--- src/rtl/rv32_pkg.sv ---
// Shared RV32 execute-stage definitions: opcodes, funct codes, ALU ops, FSM states.
package rv32_pkg;

    // Major opcodes
    localparam logic [6:0] OPC_OP     = 7'b0110011;
    localparam logic [6:0] OPC_OP_IMM = 7'b0010011;
    localparam logic [6:0] OPC_LUI    = 7'b0110111;
    localparam logic [6:0] OPC_AUIPC  = 7'b0010111;

    // funct3 codes
    localparam logic [2:0] F3_ADD_SUB = 3'b000;
    localparam logic [2:0] F3_SLL     = 3'b001;
    localparam logic [2:0] F3_SLT     = 3'b010;
    localparam logic [2:0] F3_SLTU    = 3'b011;
    localparam logic [2:0] F3_XOR     = 3'b100;
    localparam logic [2:0] F3_SRL_SRA = 3'b101;
    localparam logic [2:0] F3_OR      = 3'b110;
    localparam logic [2:0] F3_AND     = 3'b111;
    localparam logic [2:0] F3_MUL     = 3'b000;

    // funct7 codes
    localparam logic [6:0] F7_BASE   = 7'b0000000;
    localparam logic [6:0] F7_ALT    = 7'b0100000;
    localparam logic [6:0] F7_MULDIV = 7'b0000001;

    // Multiplier iteration counter: 6 bits, counts 0..31
    localparam int unsigned MulCntW  = 6;
    localparam logic [5:0]  MUL_LAST = 6'd31;

    typedef enum logic [3:0] {
        AluAdd,
        AluSub,
        AluSll,
        AluSlt,
        AluSltu,
        AluXor,
        AluSrl,
        AluSra,
        AluOr,
        AluAnd
    } alu_op_e;

    typedef enum logic {
        StRun,
        StMul
    } exec_state_e;

    function automatic logic [31:0] imm_i(input logic [31:0] ins);
        return {{20{ins[31]}}, ins[31:20]};
    endfunction

    function automatic logic [31:0] imm_u(input logic [31:0] ins);
        return {ins[31:12], 12'h000};
    endfunction

endpackage

--- src/rtl/alu32.sv ---
// Combinational 32-bit RV32I integer ALU; shifts use the low 5 bits of i_b.
module alu32
    import rv32_pkg::*;
(
    input  alu_op_e     i_op,
    input  logic [31:0] i_a,
    input  logic [31:0] i_b,
    output logic [31:0] o_result
);

    // Operation select
    always_comb begin
        o_result = '0;
        case (i_op)
            AluAdd:  o_result = i_a + i_b;
            AluSub:  o_result = i_a - i_b;
            AluSll:  o_result = i_a << i_b[4:0];
            AluSlt:  o_result = {31'b0, $signed(i_a) < $signed(i_b)};
            AluSltu: o_result = {31'b0, i_a < i_b};
            AluXor:  o_result = i_a ^ i_b;
            AluSrl:  o_result = i_a >> i_b[4:0];
            AluSra:  o_result = $unsigned($signed(i_a) >>> i_b[4:0]);
            AluOr:   o_result = i_a | i_b;
            AluAnd:  o_result = i_a & i_b;
            default: o_result = '0;
        endcase
    end

endmodule

--- src/rtl/exec_stage.sv ---
// RV32I execute stage: alignment register, operand forwarding, decode, ALU and
// registered write-back. Optional shift-add multiplier enabled by RV32_MUL_EN.
module exec_stage
    import rv32_pkg::*;
(
    input  logic        clk,
    input  logic        rst,
    input  logic        in_valid,
    input  logic [31:0] ins,
    input  logic [31:0] pc,
    input  logic [31:0] rso1,
    input  logic [31:0] rso2,
    output logic [4:0]  wb_reg,
    output logic        wb_en,
    output logic [31:0] wb_val,
    output logic        stall,
    output logic        illegal
);

    logic        r_ex_valid;
    logic [31:0] r_ex_ins;
    logic [31:0] r_ex_pc;

    logic        r_wb_en;
    logic        r_illegal;
    logic [4:0]  r_wb_reg;
    logic [31:0] r_wb_val;

    logic [6:0]  w_opc;
    logic [4:0]  w_rd;
    logic [4:0]  w_rs1;
    logic [4:0]  w_rs2;
    logic [2:0]  w_f3;
    logic [6:0]  w_f7;
    logic [31:0] w_op1;
    logic [31:0] w_op2;

    alu_op_e     w_alu_op;
    logic [31:0] w_alu_a;
    logic [31:0] w_alu_b;
    logic [31:0] w_alu_res;
    logic        w_legal;
    logic        w_is_mul;
    logic        w_stall;
    logic        w_adv;
    logic        w_in_run;

    assign w_opc = r_ex_ins[6:0];
    assign w_rd  = r_ex_ins[11:7];
    assign w_f3  = r_ex_ins[14:12];
    assign w_rs1 = r_ex_ins[19:15];
    assign w_rs2 = r_ex_ins[24:20];
    assign w_f7  = r_ex_ins[31:25];

    // Forward the instruction retiring this cycle over the stale register-file read
    assign w_op1 = (r_wb_en && (r_wb_reg != 5'd0) && (r_wb_reg == w_rs1)) ? r_wb_val : rso1;
    assign w_op2 = (r_wb_en && (r_wb_reg != 5'd0) && (r_wb_reg == w_rs2)) ? r_wb_val : rso2;

`ifdef RV32_MUL_EN
    exec_state_e r_state;
    exec_state_e w_state_nxt;
    logic [31:0] r_mcand;
    logic [31:0] r_mplier;
    logic [31:0] r_acc;
    logic [MulCntW-1:0] r_cnt;
    logic        w_mul_start;
    logic        w_mul_done;
    logic [31:0] w_acc_nxt;

    assign w_in_run    = (r_state == StRun);
    assign w_mul_start = w_in_run && r_ex_valid && w_is_mul;
    assign w_mul_done  = (r_state == StMul) && (r_cnt == MUL_LAST);
    assign w_acc_nxt   = r_acc + (r_mplier[0] ? r_mcand : 32'd0);
    assign w_stall     = (r_state == StMul) || w_mul_start;
    // Upstream has been holding the next instruction, so take it on the finishing
    // edge; otherwise the held MUL would be re-decoded and restarted.
    assign w_adv       = !w_stall || w_mul_done;

    // FSM state register
    always_ff @(posedge clk) begin
        if (rst) begin
            r_state <= StRun;
        end else begin
            r_state <= w_state_nxt;
        end
    end

    // FSM next-state
    always_comb begin
        w_state_nxt = r_state;
        case (r_state)
            StRun:   if (w_mul_start) w_state_nxt = StMul;
            StMul:   if (w_mul_done) w_state_nxt = StRun;
            default: w_state_nxt = StRun;
        endcase
    end

    // Shift-add multiplier: consume one multiplier bit per cycle, LSB first
    always_ff @(posedge clk) begin
        if (rst) begin
            r_mcand  <= '0;
            r_mplier <= '0;
            r_acc    <= '0;
            r_cnt    <= '0;
        end else if (w_mul_start) begin
            r_mcand  <= w_op1;
            r_mplier <= w_op2;
            r_acc    <= '0;
            r_cnt    <= '0;
        end else if (r_state == StMul) begin
            r_acc    <= w_acc_nxt;
            r_mcand  <= r_mcand << 1;
            r_mplier <= r_mplier >> 1;
            r_cnt    <= w_mul_done ? '0 : r_cnt + 6'd1;
        end
    end
`else
    assign w_in_run = 1'b1;
    assign w_stall  = 1'b0;
    assign w_adv    = 1'b1;
`endif

    // Decode the aligned instruction into ALU controls and legality
    always_comb begin
        w_alu_op = AluAdd;
        w_alu_a  = w_op1;
        w_alu_b  = w_op2;
        w_legal  = 1'b0;
        w_is_mul = 1'b0;
        case (w_opc)
            OPC_OP: begin
                if (w_f7 == F7_BASE) begin
                    w_legal = 1'b1;
                    unique case (w_f3)
                        F3_ADD_SUB: w_alu_op = AluAdd;
                        F3_SLL:     w_alu_op = AluSll;
                        F3_SLT:     w_alu_op = AluSlt;
                        F3_SLTU:    w_alu_op = AluSltu;
                        F3_XOR:     w_alu_op = AluXor;
                        F3_SRL_SRA: w_alu_op = AluSrl;
                        F3_OR:      w_alu_op = AluOr;
                        F3_AND:     w_alu_op = AluAnd;
                    endcase
                end else if (w_f7 == F7_ALT) begin
                    if (w_f3 == F3_ADD_SUB) begin
                        w_alu_op = AluSub;
                        w_legal  = 1'b1;
                    end else if (w_f3 == F3_SRL_SRA) begin
                        w_alu_op = AluSra;
                        w_legal  = 1'b1;
                    end
`ifdef RV32_MUL_EN
                end else if ((w_f7 == F7_MULDIV) && (w_f3 == F3_MUL)) begin
                    w_is_mul = 1'b1;
`endif
                end
            end
            OPC_OP_IMM: begin
                w_alu_b = imm_i(r_ex_ins);
                unique case (w_f3)
                    F3_ADD_SUB: begin w_alu_op = AluAdd;  w_legal = 1'b1; end
                    F3_SLT:     begin w_alu_op = AluSlt;  w_legal = 1'b1; end
                    F3_SLTU:    begin w_alu_op = AluSltu; w_legal = 1'b1; end
                    F3_XOR:     begin w_alu_op = AluXor;  w_legal = 1'b1; end
                    F3_OR:      begin w_alu_op = AluOr;   w_legal = 1'b1; end
                    F3_AND:     begin w_alu_op = AluAnd;  w_legal = 1'b1; end
                    F3_SLL: begin
                        w_alu_op = AluSll;
                        w_legal  = (w_f7 == F7_BASE);
                    end
                    F3_SRL_SRA: begin
                        w_alu_op = (w_f7 == F7_ALT) ? AluSra : AluSrl;
                        w_legal  = (w_f7 == F7_BASE) || (w_f7 == F7_ALT);
                    end
                endcase
            end
            OPC_LUI: begin
                w_alu_a = 32'd0;
                w_alu_b = imm_u(r_ex_ins);
                w_legal = 1'b1;
            end
            OPC_AUIPC: begin
                w_alu_a = r_ex_pc;
                w_alu_b = imm_u(r_ex_ins);
                w_legal = 1'b1;
            end
            default: ;
        endcase
    end

    alu32 u_alu (
        .i_op     (w_alu_op),
        .i_a      (w_alu_a),
        .i_b      (w_alu_b),
        .o_result (w_alu_res)
    );

    // Alignment register: pairs ins/pc with the register-file data arriving a cycle later
    always_ff @(posedge clk) begin
        if (rst) begin
            r_ex_valid <= 1'b0;
            r_ex_ins   <= '0;
            r_ex_pc    <= '0;
        end else if (w_adv) begin
            r_ex_valid <= in_valid;
            r_ex_ins   <= ins;
            r_ex_pc    <= pc;
        end
    end

    // Write-back and illegal registers; illegal ops leave wb_reg/wb_val untouched
    always_ff @(posedge clk) begin
        if (rst) begin
            r_wb_reg  <= '0;
            r_wb_val  <= '0;
            r_wb_en   <= 1'b0;
            r_illegal <= 1'b0;
        end else begin
            r_wb_en   <= 1'b0;
            r_illegal <= 1'b0;
`ifdef RV32_MUL_EN
            if (w_mul_done) begin
                r_wb_reg <= w_rd;
                r_wb_val <= w_acc_nxt;
                r_wb_en  <= (w_rd != 5'd0);
            end else
`endif
            if (r_ex_valid && w_in_run && !w_is_mul) begin
                if (w_legal) begin
                    r_wb_reg <= w_rd;
                    r_wb_val <= w_alu_res;
                    r_wb_en  <= (w_rd != 5'd0);
                end else begin
                    r_illegal <= 1'b1;
                end
            end
        end
    end

    assign wb_reg  = r_wb_reg;
    assign wb_en   = r_wb_en;
    assign wb_val  = r_wb_val;
    assign stall   = w_stall;
    assign illegal = r_illegal;

endmodule

--- config.mk ---
export PLATFORM = sky130hd
export DESIGN_NAME = exec_stage
export DESIGN_NICKNAME = d
export VERILOG_FILES = /design/src/rtl/rv32_pkg.sv /design/src/rtl/alu32.sv /design/src/rtl/exec_stage.sv
export SDC_FILE = /design/constraint.sdc
export NUM_CORES = 1
export LEC_CHECK = 0
export CORE_MARGIN = 8
export CORE_UTILIZATION = 50
export DETAILED_ROUTE_END_ITERATION = 10
export PLACE_DENSITY = 0.75
export SLEW_MARGIN = 10
export SYNTH_ARGS = -nofsm -noshare
export SYNTH_HDL_FRONTEND = slang
export SYNTH_HIERARCHICAL = 1
export SYNTH_SLANG_ARGS = --single-unit
--- constraint.sdc ---
create_clock -name clk -period 16 [get_ports clk]
set_input_delay 3.2 -clock clk [delete_from_list [all_inputs] [get_ports clk]]
set_output_delay 3.2 -clock clk [all_outputs]
set_load 0.01 [all_outputs]
==> results of run 1 <==
layout by cell type (no fill, tap or decap), drive strengths merged, types with 6 or more instances in the layout:
cell type | synthesis | layout
nand2 | 120 | 120
a311oi | 6 | 6
xnor2 | 22 | 22
a211oi | 23 | 23
a21o | 24 | 24
clkbuf | 97 | 10
or3 | 6 | 6
a211o | 13 | 13
a221oi | 19 | 19
o21ai | 187 | 187
o21bai | 10 | 10
dfxtp | 108 | 108
nand3b | 33 | 33
o211ai | 27 | 27
a31oi | 24 | 24
nand3 | 29 | 29
nor2 | 193 | 193
nor3 | 35 | 35
ha | 102 | 102
nand2b | 92 | 92
a2111oi | 6 | 6
o2111ai | 7 | 7
and2 | 7 | 7
o41ai | 6 | 6
xor2 | 8 | 8
mux2 | 12 | 12
o221ai | 14 | 14
a221o | 8 | 8
nor2b | 76 | 76
clkdlybuf4s50 | 0 | 168
inv | 99 | 103
a21oi | 151 | 151
o22ai | 31 | 31
nor3b | 7 | 7
nor4 | 14 | 14
buf | 53 | 42
mux2i | 155 | 155
cell type report:
class / count / area (um^2) / share of cell area
flip-flops and latches: 108 / 2160 / 0.137
multi-input cells: 1537 / 10600 / 0.668
inverters: 100 / 375 / 0.0237
well taps: 341 / 427 / 0.0270
repair buffers: 210 / 2000 / 0.126
clock buffers: 10 / 239 / 0.0151
clock inverters: 6 / 62.6 / 0.00395
how the worst max path moves through the flow:
stage               startpoint          to  slack (ns)  cells after the start
floorplan              rso2[2]  wb_val[26]        8.74                     21
global placement       rso2[3]  wb_val[26]        7.31                     17
detailed placement     rso2[3]  wb_val[26]        7.32                     17
CTS                    rso2[3]  wb_val[26]        7.69                     17
global route           rso2[3]  wb_val[26]        7.26                     17
finish                 rso2[3]  wb_val[26]        7.50                     17
routing by layer:
| metal | part of all wire | routed length, um | vias up | GRT usage |
|---|---|---|---|---|
| li1 | - | - | 6917 | - |
| met1 | 0.40 | 25400 | 7290 | 0.479 |
| met2 | 0.42 | 26800 | 1155 | 0.557 |
| met3 | 0.12 | 7640 | 192 | 0.0847 |
| met4 | 0.055 | 3470 | 2 | 0.184 |
| met5 | 0.00093 | 59 | - | 0.0138 |
kinds of logic after synthesis:
family / count (synthesis) / share of synthesized area
adder cells (fa/ha/maj): 104 / 0.0963
buffers and inverters: 250 / 0.0771
multiplexers: 172 / 0.132
other: 1 / 0.000274
flip-flops: 108 / 0.158
AO/OA/AOI/OAI: 595 / 0.279
AND/OR/NAND/NOR: 635 / 0.238
XOR/XNOR: 30 / 0.0192
worst reg2reg max path, cell delays in order (launching register included):
cell       delay, ns
dfxtp_1         0.52
xnor2_1         0.17
nand3_1         0.14
nor4_4          0.83
buf_4           0.52
mux2i_1         0.21
o21ai_4         0.14
buf_4           0.60
clkinv_1        0.81
ha_1            0.67
o2111ai_1       0.15
a31oi_1         0.17
o21ai_0         0.80
a21oi_1         0.34
a211oi_1        0.46
nor3_1          0.12
a311oi_2        0.25
nor3_1          0.07
a211o_1         0.24
nand2b_1        0.07
mux2i_1         0.07
stage by stage:
step           area [um^2]  cells
3_3_place_gp         15500   2296
3_5_place_dp         15500   2296
2_1_floorplan        13700   1895
5_1_grt              15800   2312
6_report             15800   2312
4_1_cts              15800   2312
power groups by stage:
stage	Sequential (mW)	Clock (mW)	Combinational [mW]
2_1_floorplan	0.288	0	0.245
3_5_place_dp	0.292	0	0.369
4_1_cts	0.285	0.245	0.370
6_report	0.286	0.246	0.384
5_1_grt	0.286	0.255	0.408
3_3_place_gp	0.291	0	0.367
==> flow_summary.yaml, run 1 <==
clock_tree:
  cts_tree: "built"
  cts-root-buf: "clkbuf_16"
  cts_buffer_depth: 2
  numCtsBuffers: 9
  cts-htree-levels: 3
  clkLatencyLatePin_ns: 0.38
  cts.sinks: 108
  path_clk_slew_ns: 0.09
  cts_hold_buf: 0
  ctsResizeCount: 0
  cts_setup_buffers: 0
pwr:
  cellLeakagePower_nw: 6.12
  vdd_drop_max_mv: 0.0482
  combPwrFrac: 0.420
  p_sw_mw: 0.374
  power_frac_seq: 0.312
  clockPowerShare: 0.269
  p_int_mw: 0.543
  power-per-cell-area_nw_per_um2: 57.9
  swShare: 0.408
  finalPower_mw: 0.916
placed_design:
  place_hpwl_um: 49200
  preCtsSetupSlack_ns: 7.32
  place.gp.congestion: 1.05
  portBuffers: 169
setup_path:
  r2r-start: "r_ex_ins[20]"
  worstPathArrival_ns: 8.74
  start_kind: "input pin"
  slowest_stage: "o21ai_0"
  crit_chain: "clkdlybuf4s50_1 > mux2i_1 > o21ai_4 > buf_4 > clkinv_1 > ha_1 > o2111ai_1 > a31oi_1 > o21ai_0 > a21oi_1 > a211oi_1 > nor3_1 > a311oi_2 > nor3_1 > a211o_1 > nand2b_1 > mux2i_1"
  cp_max_fo: 72
  crit_required_ns: 16.24
  slowest_delay_ns: 0.80
  cp_num_buf_inv: 3
  r2r_cells: 20
  r2r_end: "wb_val[26]"
  worstSetupEndpointType: "flop"
  cp_top_family: "compound AO/OA/AOI/OAI gates"
  path_class: "in2reg"
  rrSetupSlack_ns: 8.54
cells_and_area:
  n_antenna_cell: 0
  fin_nets: 2201
  fill_cells: 2456
  drive_gt1_frac: 0.0578
  area_growth_pct: 15.9
  utilization: 0.589
timing:
  holdWs_ns: 0.507
  maxSlewViolCount: 0
  setup_viol: 0
  rsz0062_at_grt: "no"
  fin_worst_skew_ns: 0.0211
  slew_headroom: 0.166
  finalHoldViolations: 0
  worstMarginPinSlew_ns: 1.25
  min_period_over_period: 0.531
  clock.fmax_mhz: 118
  fin_tns_setup_ns: 0
  min_period_ns: 8.50
  finalWorstSetupSlack_ns: 7.50
logic_synthesis:
  syn_inst: 1895
  synth_area_leader_cell: "dfxtp_1"
  synth-seq-area-share: 0.158
  synthDistinctLibCells: 86
  async_reset_ff_frac: 0
  synth_most_common_cell: "nor2_1"
  ys_warn_count: 6
  synthTopCellsByArea: "dfxtp_1 (16%), mux2i_1 (11%), ha_1 (9.3%)"
  synth_area_per_cell_um2: 7.21
  ys.flop_type: "dfxtp_1"
  netlist.area_leader.share: 0.158
  synth_seq_cells: 108
  synth-edff-count: 0
  synthTopCellsByCount: "nor2_1 (192), o21ai_0 (164), mux2i_1 (155)"
  syn_nets: 2130
  syn-cell-area_um2: 13700
flow_run:
  cap_violations: 0
worst_hold_path:
  holdCritStartpoint: "r_ex_ins[10]"
  hold_path_class: "reg2reg"
  whs_path_depth: 2
  holdPathEnd: "wb_reg[3]"
floorplan:
  die-area_um2: 32900
  core-area_um2: 26900
  initial_core_util: 0.508
  num_rows: 60
  ios: 171
  die_y_um: 181
  die_width_um: 181
global_route:
  grt_pass1_wl_um: 92900
  grt_antenna_before_repair: 0
  grt_max_degree: 93
  grt_usage: 0.367
  overflow: 0
  grt_pass1_vias: 14800
route:
  num_vias: 15600
  drc_errors: 0
  firstDrtPassIters: 6
  viasPerCell: 6.73
  antenna_left: 0
  finalWirelength_um: 63400
  wl_per_cell_um: 27.4
  drtIter0Drc: 2078
outcome:
  status: "finished, final reports clean"
Power figures use the tool's default switching activity.
==> run 2: changes to the inputs <==
==> constraint.sdc (replaced) <==
create_clock -name clk -period 8.11 [get_ports clk]
set_input_delay 1.622 -clock clk [delete_from_list [all_inputs] [get_ports clk]]
set_output_delay 1.622 -clock clk [all_outputs]
set_load 0.01 [all_outputs]
==> run 2 against run 1 <==
Critical path depth is 3 higher. Clock-buffer cell count stayed put. Combinational power is 95% higher. Via count is 1.3% lower. First-iteration DRC count is 3.8% higher. Critical endpoint is now wb_val[29].
==> flow_summary.yaml, run 2 (same netlist as run 1, synthesis figures left out) <==
timing:
  finalHoldViolations: 0
  maxSlewViolCount: 0
  finalWorstSetupSlack_ns: 1.27
  setup_viol: 0
  slew_headroom: 0.0896
  holdWs_ns: 0.497
  fin_tns_setup_ns: 0
  min_period_over_period: 0.843
  rsz0062_at_grt: "no"
  worstMarginPinSlew_ns: 1.36
  fin_worst_skew_ns: 0.0162
  min_period_ns: 6.84
  clock.fmax_mhz: 146
floorplan:
  initial_core_util: 0.508
  die-area_um2: 32900
  die_width_um: 181
  num_rows: 60
  ios: 171
  die_y_um: 181
  core-area_um2: 26900
global_route:
  overflow: 0
  grt_pass1_wl_um: 88900
  grt_antenna_before_repair: 0
  grt_pass1_vias: 14500
  grt_max_degree: 99
  grt_usage: 0.347
clock_tree:
  numCtsBuffers: 9
  clkLatencyLatePin_ns: 0.38
  cts_buffer_depth: 2
  cts-htree-levels: 3
  cts-root-buf: "clkbuf_16"
  cts_setup_buffers: 0
  cts_hold_buf: 0
  cts.sinks: 108
  path_clk_slew_ns: 0.08
  ctsResizeCount: 0
  cts_tree: "built"
worst_hold_path:
  hold_path_class: "reg2reg"
pwr:
  power-per-cell-area_nw_per_um2: 113
  vdd_drop_max_mv: 0.0913
  cellLeakagePower_nw: 6.11
  finalPower_mw: 1.79
route:
  drtIter0Drc: 2158
  antenna_left: 0
  finalWirelength_um: 59600
  firstDrtPassIters: 6
  viasPerCell: 6.65
  num_vias: 15300
  drc_errors: 0
  wl_per_cell_um: 25.8
setup_path:
  cp_max_fo: 12
  worstPathArrival_ns: 7.06
  start_kind: "flop"
  worstSetupEndpointType: "flop"
  path_class: "reg2reg"
  crit_required_ns: 8.33
cells_and_area:
  drive_gt1_frac: 0.0564
  n_antenna_cell: 0
  regArea_um2: 2160
  fin_nets: 2198
  final_common_cell: "nor2_1"
  multi_input_area_um2: 10600
  fill_cells: 2539
  final_cell_mix: "nor2_1 (191), clkdlybuf4s50_1 (168), o21ai_0 (159), mux2i_1 (155), a21oi_1 (150)"
  area_growth_pct: 15.6
flow_run:
  cap_violations: 0
placed_design:
  preCtsSetupSlack_ns: 1.50
  portBuffers: 169
  place_hpwl_um: 46300
  place.gp.congestion: 1.05
outcome:
  status: "finished, final reports clean"
-- run 2: cell types whose count changed in the layout (fill, tap and decap cells not counted), sizes merged --
cell	change
buf	-3
-- run 2: final timing paths --
check	start	to	slack, ns	cells past startpoint
max	wb_reg[1]	wb_val[29]	1.27	20
min	r_ex_ins[9]	wb_reg[2]	0.50	2
max reg2reg	wb_reg[1]	wb_val[29]	1.27	20
min reg2reg	r_ex_ins[9]	wb_reg[2]	0.50	2
-- run 2: metal layers --
metal | vias to the layer above | routed length, um | global-route usage
li1 | 6923 | - | -
met1 | 7179 | 24800 | 0.466
met2 | 1043 | 24300 | 0.500
met3 | 204 | 7020 | 0.0901
met4 | 0 | 3440 | 0.183
met5 | - | 0 | 0
-- run 2: area by class of cell --
cell class | instances | share of cell area
clock buffers | 10 | 0.0151
clock inverters | 6 | 0.00396
inverters | 100 | 0.0238
multi-input cells | 1537 | 0.668
flip-flops and latches | 108 | 0.137
well taps | 341 | 0.0270
repair buffers | 207 | 0.125
-- run 2: through the flow --
step,instance area [um^2],utilization,std cells
final,15800,0.588,2309
after global routing,15800,0.588,2309
after CTS,15800,0.588,2309
after detailed placement,15500,0.576,2293
after global placement,15500,0.576,2293
after floorplan,13700,-,1895
-- run 2: power breakdown --
part / internal, mW / total [mW] / switching, mW
clock network: 0.227 / 0.475 / 0.248
logic: 0.292 / 0.749 / 0.457
registers: 0.549 / 0.566 / 0.0166
-- run 2: critical path, cell delays in order (launching register included) --
cell,delay [ns]
dfxtp_1,0.46
or4_1,0.17
o21ai_2,0.09
nor4_4,0.82
buf_4,0.39
buf_4,0.30
mux2i_1,0.12
o21ai_1,1.03
inv_1,0.28
ha_1,0.51
and3_1,0.23
nand2_1,0.06
o31a_1,0.35
a21o_1,0.26
o21ai_0,0.34
nor4_1,0.12
a2111oi_0,0.64
o22ai_1,0.18
o2bb2ai_1,0.16
nand2b_1,0.09
mux2i_1,0.07
